## config.mk

```make
export PLATFORM = sky130hd
export DESIGN_NAME = mmcm_drp_reconfig_ctrl
export DESIGN_NICKNAME = d
export VERILOG_FILES = /design/src/rtl/mmcm_drp_reconfig_ctrl.sv
export SDC_FILE = /design/constraint.sdc
export NUM_CORES = 2
export LEC_CHECK = 0
export ABC_AREA = 1
export CORE_ASPECT_RATIO = 1.1
export CORE_MARGIN = 1
export CORE_UTILIZATION = 55
export CTS_CLUSTER_SIZE = 12
export DETAILED_ROUTE_END_ITERATION = 12
export PLACE_DENSITY = 0.72
export REMOVE_ABC_BUFFERS = 1
export SLEW_MARGIN = 10
export SYNTH_ARGS = -nofsm -noshare
export SYNTH_HDL_FRONTEND = slang
export SYNTH_SLANG_ARGS = --single-unit
```

## constraint.sdc

```tcl
create_clock -name dclk -period 4 [get_ports dclk]
set_input_delay 0.8 -clock dclk [delete_from_list [all_inputs] [get_ports dclk]]
set_output_delay 0.8 -clock dclk [all_outputs]
set_load 0.02 [all_outputs]
```

## src/rtl/mmcm_drp_reconfig_ctrl.sv

```systemverilog
// MMCM dynamic reconfiguration sequencer.
// Applies a loadable table of masked DRP read-modify-write operations while the
// MMCM is held in reset, then releases reset and waits for LOCKED.
// Every wait (DRDY, LOCKED) is bounded; an expiry aborts with a sticky error.
module mmcm_drp_reconfig_ctrl #(
  parameter int DEPTH        = 32,
  parameter int IDX_W        = 5,
  parameter int RST_HOLD_CYC = 4,
  parameter int DRDY_TIMEOUT = 64,
  parameter int LOCK_TIMEOUT = 65535
) (
  input  logic             dclk,
  input  logic             rst,
  input  logic             tbl_we,
  input  logic [IDX_W-1:0] tbl_idx,
  input  logic [38:0]      tbl_wdata,
  input  logic [IDX_W:0]   num_ent,
  input  logic             start,
  output logic             busy,
  output logic             done,
  output logic             err,
  output logic             mmcm_rst,
  output logic             den,
  output logic             dwe,
  output logic [6:0]       daddr,
  output logic [15:0]      di,
  input  logic [15:0]      drp_do,
  input  logic             drdy,
  input  logic             locked
);

  localparam int CNT_MAX_A = (DRDY_TIMEOUT > RST_HOLD_CYC) ? DRDY_TIMEOUT : RST_HOLD_CYC;
  localparam int CNT_MAX   = (LOCK_TIMEOUT > CNT_MAX_A) ? LOCK_TIMEOUT : CNT_MAX_A;
  localparam int CNT_W     = $clog2(CNT_MAX + 1);

  localparam logic [CNT_W-1:0] HOLD_LAST = CNT_W'(RST_HOLD_CYC - 1);
  localparam logic [CNT_W-1:0] DRDY_LAST = CNT_W'(DRDY_TIMEOUT - 1);
  localparam logic [CNT_W-1:0] LOCK_LAST = CNT_W'(LOCK_TIMEOUT - 1);

  typedef enum logic [2:0] {
    S_IDLE, S_HOLD, S_RD, S_WAIT_RD, S_WR, S_WAIT_WR, S_LOCK
  } state_t;

  state_t           state_reg, state_next;
  logic [CNT_W-1:0] cnt_reg, cnt_next;
  logic [IDX_W:0]   ptr_reg, ptr_next;
  logic [IDX_W:0]   num_reg, num_next;
  logic             err_reg, err_next;
  logic             done_reg, done_next;
  logic             mmcm_rst_reg, mmcm_rst_next;
  logic             den_reg, den_next;
  logic             dwe_reg, dwe_next;
  logic [6:0]       daddr_reg, daddr_next;
  logic [15:0]      di_reg, di_next;
  logic             timeout;

  // Entry table: {addr[38:32], keep-mask[31:16], data[15:0]}; never reset.
  logic [38:0]      tbl_mem [DEPTH];
  logic [IDX_W:0]   ptr_inc;
  logic [IDX_W-1:0] rd_idx;
  logic [38:0]      rd_ent;
  logic [6:0]       rd_addr;
  logic [15:0]      rd_mask;
  logic [15:0]      rd_data;

  assign busy     = (state_reg != S_IDLE);
  assign done     = done_reg;
  assign err      = err_reg;
  assign mmcm_rst = mmcm_rst_reg;
  assign den      = den_reg;
  assign dwe      = dwe_reg;
  assign daddr    = daddr_reg;
  assign di       = di_reg;

  // Look ahead one entry while finishing a write so the next read address is ready.
  assign ptr_inc = ptr_reg + 1'b1;
  assign rd_idx  = (state_reg == S_WAIT_WR) ? ptr_inc[IDX_W-1:0] : ptr_reg[IDX_W-1:0];
  assign rd_ent  = tbl_mem[rd_idx];
  assign rd_addr = rd_ent[38:32];
  assign rd_mask = rd_ent[31:16];
  assign rd_data = rd_ent[15:0];

  // Table writes are accepted only while idle (including the START cycle).
  always_ff @(posedge dclk) begin
    if (tbl_we && !busy) begin
      tbl_mem[tbl_idx] <= tbl_wdata;
    end
  end

  // State and registered outputs.
  always_ff @(posedge dclk) begin
    if (rst) begin
      state_reg    <= S_IDLE;
      cnt_reg      <= '0;
      ptr_reg      <= '0;
      num_reg      <= '0;
      err_reg      <= 1'b0;
      done_reg     <= 1'b0;
      mmcm_rst_reg <= 1'b0;
      den_reg      <= 1'b0;
      dwe_reg      <= 1'b0;
      daddr_reg    <= '0;
      di_reg       <= '0;
    end else begin
      state_reg    <= state_next;
      cnt_reg      <= cnt_next;
      ptr_reg      <= ptr_next;
      num_reg      <= num_next;
      err_reg      <= err_next;
      done_reg     <= done_next;
      mmcm_rst_reg <= mmcm_rst_next;
      den_reg      <= den_next;
      dwe_reg      <= dwe_next;
      daddr_reg    <= daddr_next;
      di_reg       <= di_next;
    end
  end

  // Next-state and output decode; DEN/DWE follow the state being entered.
  always_comb begin
    state_next    = state_reg;
    cnt_next      = cnt_reg + CNT_W'(1);
    ptr_next      = ptr_reg;
    num_next      = num_reg;
    err_next      = err_reg;
    done_next     = 1'b0;
    mmcm_rst_next = mmcm_rst_reg;
    daddr_next    = daddr_reg;
    di_next       = di_reg;
    timeout       = 1'b0;

    case (state_reg)
      S_IDLE: begin
        if (start) begin
          state_next    = S_HOLD;
          num_next      = num_ent;
          err_next      = 1'b0;
          ptr_next      = '0;
          cnt_next      = '0;
          mmcm_rst_next = 1'b1;
        end
      end
      S_HOLD: begin
        if (cnt_reg == HOLD_LAST) begin
          cnt_next = '0;
          if (num_reg != '0) begin
            state_next = S_RD;
            daddr_next = rd_addr;
          end else begin
            state_next    = S_LOCK;
            mmcm_rst_next = 1'b0;
          end
        end
      end
      S_RD: begin
        state_next = S_WAIT_RD;
        cnt_next   = '0;
      end
      S_WAIT_RD: begin
        if (drdy) begin
          state_next = S_WR;
          daddr_next = rd_addr;
          di_next    = (drp_do & rd_mask) | (rd_data & ~rd_mask);
        end else if (cnt_reg == DRDY_LAST) begin
          timeout = 1'b1;
        end
      end
      S_WR: begin
        state_next = S_WAIT_WR;
        cnt_next   = '0;
      end
      S_WAIT_WR: begin
        if (drdy) begin
          ptr_next = ptr_inc;
          cnt_next = '0;
          if (ptr_inc == num_reg) begin
            state_next    = S_LOCK;
            mmcm_rst_next = 1'b0;
          end else begin
            state_next = S_RD;
            daddr_next = rd_addr;
          end
        end else if (cnt_reg == DRDY_LAST) begin
          timeout = 1'b1;
        end
      end
      S_LOCK: begin
        if (locked) begin
          state_next = S_IDLE;
          done_next  = 1'b1;
        end else if (cnt_reg == LOCK_LAST) begin
          timeout = 1'b1;
        end
      end
      default: begin
        state_next = S_IDLE;
      end
    endcase

    if (timeout) begin
      state_next    = S_IDLE;
      err_next      = 1'b1;
      mmcm_rst_next = 1'b0;
    end

    den_next = (state_next == S_RD) || (state_next == S_WR);
    dwe_next = (state_next == S_WR);
  end

endmodule

```

* Yosys cells after proc, flatten, opt, wreduce, memory -nomap -nowiden
Memories as Yosys holds them, arrays and structs flattened.
Cells that the tools add are included.
** Cells by class
- Add/sub/neg operators :: 2
- Equality and inequality tests :: 20
- Multiplexer cells :: 40
- Bitwise logic cells :: 5
- Reduce and logical (&&, ||, !) cells :: 21
** Operators with widths (number)
- 16-bit case mux with 4 select lines :: 1
- 16-bit 2-to-1 mux :: 3
- 7-bit 2-to-1 mux :: 5
- 16-bit AND :: 2
- 3-bit 2-to-1 mux :: 8
- 3-bit case mux with 7 select lines :: 1
- 7-bit case mux with 3 select lines :: 1
- 16-bit by 1-bit adder with 16-bit output, second input constant :: 1
- 16-bit equality test, second input constant :: 1
- 16-bit by 2-bit equality test with 1-bit output, second input constant :: 1
- 16-bit by 6-bit equality test with 1-bit output, second input constant :: 1
- 16-bit inverter :: 1
- 16-bit OR :: 1
- 1-bit 2-to-1 mux :: 15
- 2-bit inequality test, second input constant :: 7
- 3-bit equality test, second input constant :: 4
- 6-bit 2-to-1 mux :: 2
- 6-bit case mux with 2 select lines :: 1
- 6-bit AND reduction :: 2
- 3-bit by 2-bit equality test with 1-bit output, second input constant :: 3
- 3-bit nonzero test :: 3
- 2-bit OR reduction :: 4
- 6-bit by 1-bit adder with 6-bit output, second input constant :: 1
- 6-bit equality test :: 1
- other kinds (14) :: 18
** Word-level totals
- Flip-flop bits (word level) :: 59
- RAM bits :: 1248
- Input port bits :: 72
- Output and inout port bits :: 29
- Word-level logic and storage cells :: 100
- Memories kept :: 1
** Memories
- tbl_mem :: words 32, width 39, read ports 1, clocked after memory_dff 0, wr ports 1, RTL line 58 : logic [38:0] tbl_mem [DEPTH];

* Longest topological paths before layout
- Depth in word-level cells :: 8
- Mapped depth :: 21
- Depth with buffers taken out :: 17

* Least setup slack after synthesis
OpenSTA, ideal clock, no wires.
- Kind :: input -> register
- Start :: input port tbl_we
- End :: memory tbl_mem[10][0] (enable)
- Setup time :: 0.435 ns
- Data arrival time :: 2.918 ns
- Data required time :: 3.565 ns
- Setup slack :: 0.647 ns
- Stages on the path :: 4
- Buffers on the path :: 0
- Path through :: inv_1 > nor2_1 > nand3_1 > nor2_1
** Between the ends
- Cells in the longest elaborated chain, start to end :: 3
** RTL lines
- from (decl) :: RTL line 14 : input logic tbl_we,
- 1-bit logical AND :: RTL line 85 : if (tbl_we && !busy) begin
- 1-bit 2-to-1 mux :: RTL line 85
- 1-bit 2-to-1 mux (not written as such) :: RTL line 86 : tbl_mem[tbl_idx] <= tbl_wdata;
- to (decl) :: RTL line 58
Every way passes these cells.

* Final worst setup path
- Start :: register state_reg[2]
- End :: register di_reg[5] (netlist: di[5])
** Between the ends
- Cells in the longest elaborated chain, start to end :: 6
- Elaborated cells between the ends (all ways) :: 9
- Those cells by class :: eq/ne: 2; mux: 1; bitwise: 4; reduce/logical: 1; memory: 1
** RTL lines
- from (decl) :: RTL line 44 : state_t state_reg, state_next;
- from (signal assigned) :: RTL line 105 : state_reg <= state_next;
- 3-bit equality test :: RTL line 77 : assign rd_idx = (state_reg == S_WAIT_WR) ? ptr_inc[IDX_W-1:0] : ptr_reg[IDX_W-1:0];
- 5-bit 2-to-1 mux :: RTL line 77
- memory 32 x 39 bit
- 16-bit inverter :: RTL line 163 : di_next = (drp_do & rd_mask) | (rd_data & ~rd_mask);
- 16-bit AND :: RTL line 163
- 16-bit OR :: RTL line 163
- to (signal assigned) :: RTL line 115 : di_reg <= di_next;
- to (decl) :: RTL line 54 : logic [15:0] di_reg, di_next;
Several ways; a longest one is shown, not always the timed one.
A chain may end at the register's enable or synchronous reset.

==> flow_summary.toml <==
[outcome]
outcome = "complete, no violations"

[sta]
hold_viol_final = 0
period_needed_ns = 3.470
finalMaxSlewViolations = 0
whs_ns = 0.4668
slew_headroom_pct = 17.17
finClkSkew_ns = 0.02461
setup_viol = 0
tightest_slew_ns = 1.239
layout_setup_ws_ns = 0.5297
clock.fmax_mhz = 288.2
rsz0062_at_grt = "no"
finalSetupTns_ns = 0
period_share_pct = 86.76

[power_and_ir_drop]
finalPower_mw = 28.29
p_leak_nw = 23.23
vdd.ir_drop.worst_uv = 423.6
p_per_area_nw_per_um2 = 458.7

[setup_path]
worst_ep_arrival_time_ns = 4.06
reg2reg_from = "state_reg[2]$_SDFF_PP0_"
path_max_fanout = 60
r2r_slack_ns = 0.53
crit_type = "register to register"
worstPathRequired_ns = 4.59
crit_start = "state_reg[2]$_SDFF_PP0_"
cp_slowest_stage_delay_ns = 0.68
reg2reg_depth = 15
cp_slowest_cell = "buf_4"
end_kind = "register"
critPathCapture = "di[5]$_SDFFE_PP0P_"
crit_chain = "nand3_4 -> inv_2 -> ha_4 -> buf_4 -> nand2_1 -> nand2_1 -> nand3_1 -> nand3_1 -> nand3_1 -> nand3_1 -> nand2_1 -> nor2_1 -> nor2_1 -> nor2_1 -> nor2_1"
start_kind = "register"
rr_endpoint = "di[5]$_SDFFE_PP0P_"

[floorplan]
num_io_pins = 101
design.die.area_um2 = 100400
die_w_um = 302.2
rows = 120
coreArea_um2 = 97740
initial_utilization_pct = 55.79
fp.dieH_um = 332.2

[logic_synthesis]
synthAdderAreaFrac_pct = 0.09179
yosys_warnings = 0
synthMuxAreaShare_pct = 1.652
synth-seq-cells = 1307
syn_inst = 4665
synthSimpleGateAreaFrac_pct = 18.89
yosys.cell_types.count = 37
yosysTopAreaCell = "edfxtp_1"
yosysSeqAreaShare_pct = 70.89
synth_top_area_share_pct = 68.73
synthTopCellsByArea = "edfxtp_1 (69%), nand2_1 (8.6%), nand3_1 (7.6%)"
synth_top_family_by_area = "simple AND/OR/NAND/NOR gates"
synth_compound_area_share_pct = 4.247
synthXorXnorAreaFrac_pct = 0.1446
netlist_area_um2 = 54530
post_synth.cell_area_avg_um2 = 11.69

[clock_network]
cts_resized = 0
clock-sinks = 1307
cts_buffer_depth = 3
cts_hold_buf = 0
path_clk_slew_ns = 0.06
clk_latency_ns = 0.74
cts_buffers = 134
htreeDepth = 4
cts_setup_buffers = 0
clock-root-buffer = "clkbuf_16"
tritoncts = "built"

[routing]
vias_per_cell = 6.065
wl_um = 152700
drc_errors = 0
postRouteAntennaNets = 0
num_vias = 37120
drt_iter0_markers = 5083
drt-pass1-iter-count = 6
wire_per_inst_um = 24.94

[final_layout]
fillCellCount = 7266
area_growth_pct = 13.13
largest_reg_flops = 1248
final_cell_mix = "nand2_1 (1253), edfxtp_1 (1248), nand3_1 (825)"
layout_commonest_cell = "nand2_1"
final_cells = 6121
final_util_pct = 63.11
design_area_um2 = 61690
nets = 4835
drive_gt1_share_pct = 8.352

[place]
port-buffer-count = 100
hpwl_um = 77750
placed_area_um2 = 57770
gp_congestion = 0.8273
pre_cts_slack_ns = 0.6330
dp_cells = 5904

[global_routing]
grt_pass1_vias = 35720
grtUsageTotal_pct = 30.48
grt_first_pass_wirelength_um = 225400
grt-ovfl-total = 0
antenna_found_initial = 4
grt_max_degree = 136

[run]
drv_cap = 0

[min_path]
hp-class = "register to register"
hold_start = "daddr[6]$_SDFFE_PP0P_"
holdPathStages = 2
## routing by layer
metal | share of wire, % | track usage, % | vias to the layer above
li1 | - | - | 16460
met1 | 38 | 41.19 | 18080
met3 | 10 | 5.226 | 404
met2 | 47 | 48.27 | 2169
met5 | 0.019 | 0 | -
met4 | 4.6 | 14.11 | 4
## power by group
part | internal, mW | switching [mW] | leakage (nW)
Sequential | 15.1 | 0.0370 | 11.7
Combinational | 0.473 | 1.23 | 9.62
Clock | 6.46 | 4.99 | 1.90
## synthesized netlist by cell type
cell type	instances
clkinv_1	1
inv_2	5
nor3_1	10
a31oi_1	1
buf_1	15
nor2_2	1
a21oi_1	40
nand3b_1	31
o21ai_0	104
nand2_1	1256
a21boi_0	201
nor2_1	177
o21ai_1	5
nand3_1	825
buf_2	108
nor4_1	6
xor2_1	4
o21ai_2	2
or2_2	58
clkbuf_2	1
nand2_4	2
edfxtp_1	1248
nor3b_1	1
clkbuf_1	123
buf_4	30
o22ai_1	1
mux2i_1	90
buf_6	3
inv_1	234
o41ai_1	1
xnor2_1	5
nand3_4	1
a211oi_1	2
dfxtp_1	59
o21bai_1	1
nand4_1	9
ha_1	4
## cells by family (layout without fill, tap and decap cells)
kind of cell,Yosys count,in the layout
xor+xnor,9,9
fa+ha+maj,4,4
buf+inv,520,692
compound gates,358,358
mux,90,90
simple gates,2377,2377
other cells,0,3
flops,1307,1307
## area by class of cell
| class | instances | area [µm²] | share of cell area, % |
|---|---|---|---|
| Sequential cell | 1307 | 38660 | 62.66 |
| Multi-Input combinational cell | 2838 | 13960 | 22.63 |
| Clock buffer | 185 | 3722 | 6.034 |
| Timing Repair Buffer | 238 | 2633 | 4.267 |
| Tap cell | 1281 | 1603 | 2.598 |
| Inverter | 240 | 913.4 | 1.481 |
| Clock inverter | 29 | 193.9 | 0.3144 |
| Antenna cell | 3 | 7.507 | 0.01217 |
## critical path, delay by kind of cell, from the launching register on
kind | cells | cell delay, ns
adder cells (fa/ha/maj) | 1 | 0.42
AND/OR/NAND/NOR | 12 | 1.37
flip-flops | 1 | 0.52
buffers and inverters | 2 | 0.96
## worst min-delay path by stage
stage	to	slack [ns]
finish	daddr[6]$_SDFFE_PP0P_	0.47
global route	daddr[5]$_SDFFE_PP0P_	0.49
CTS	mmcm_rst$_SDFFE_PP0P_	0.46
detailed placement	mmcm_rst$_SDFFE_PP0P_	0.45
global placement	mmcm_rst$_SDFFE_PP0P_	0.45
floorplan	cnt_reg[0]$_SDFF_PP0_	0.44
Note: power is estimated with default switching activity, not from simulation.
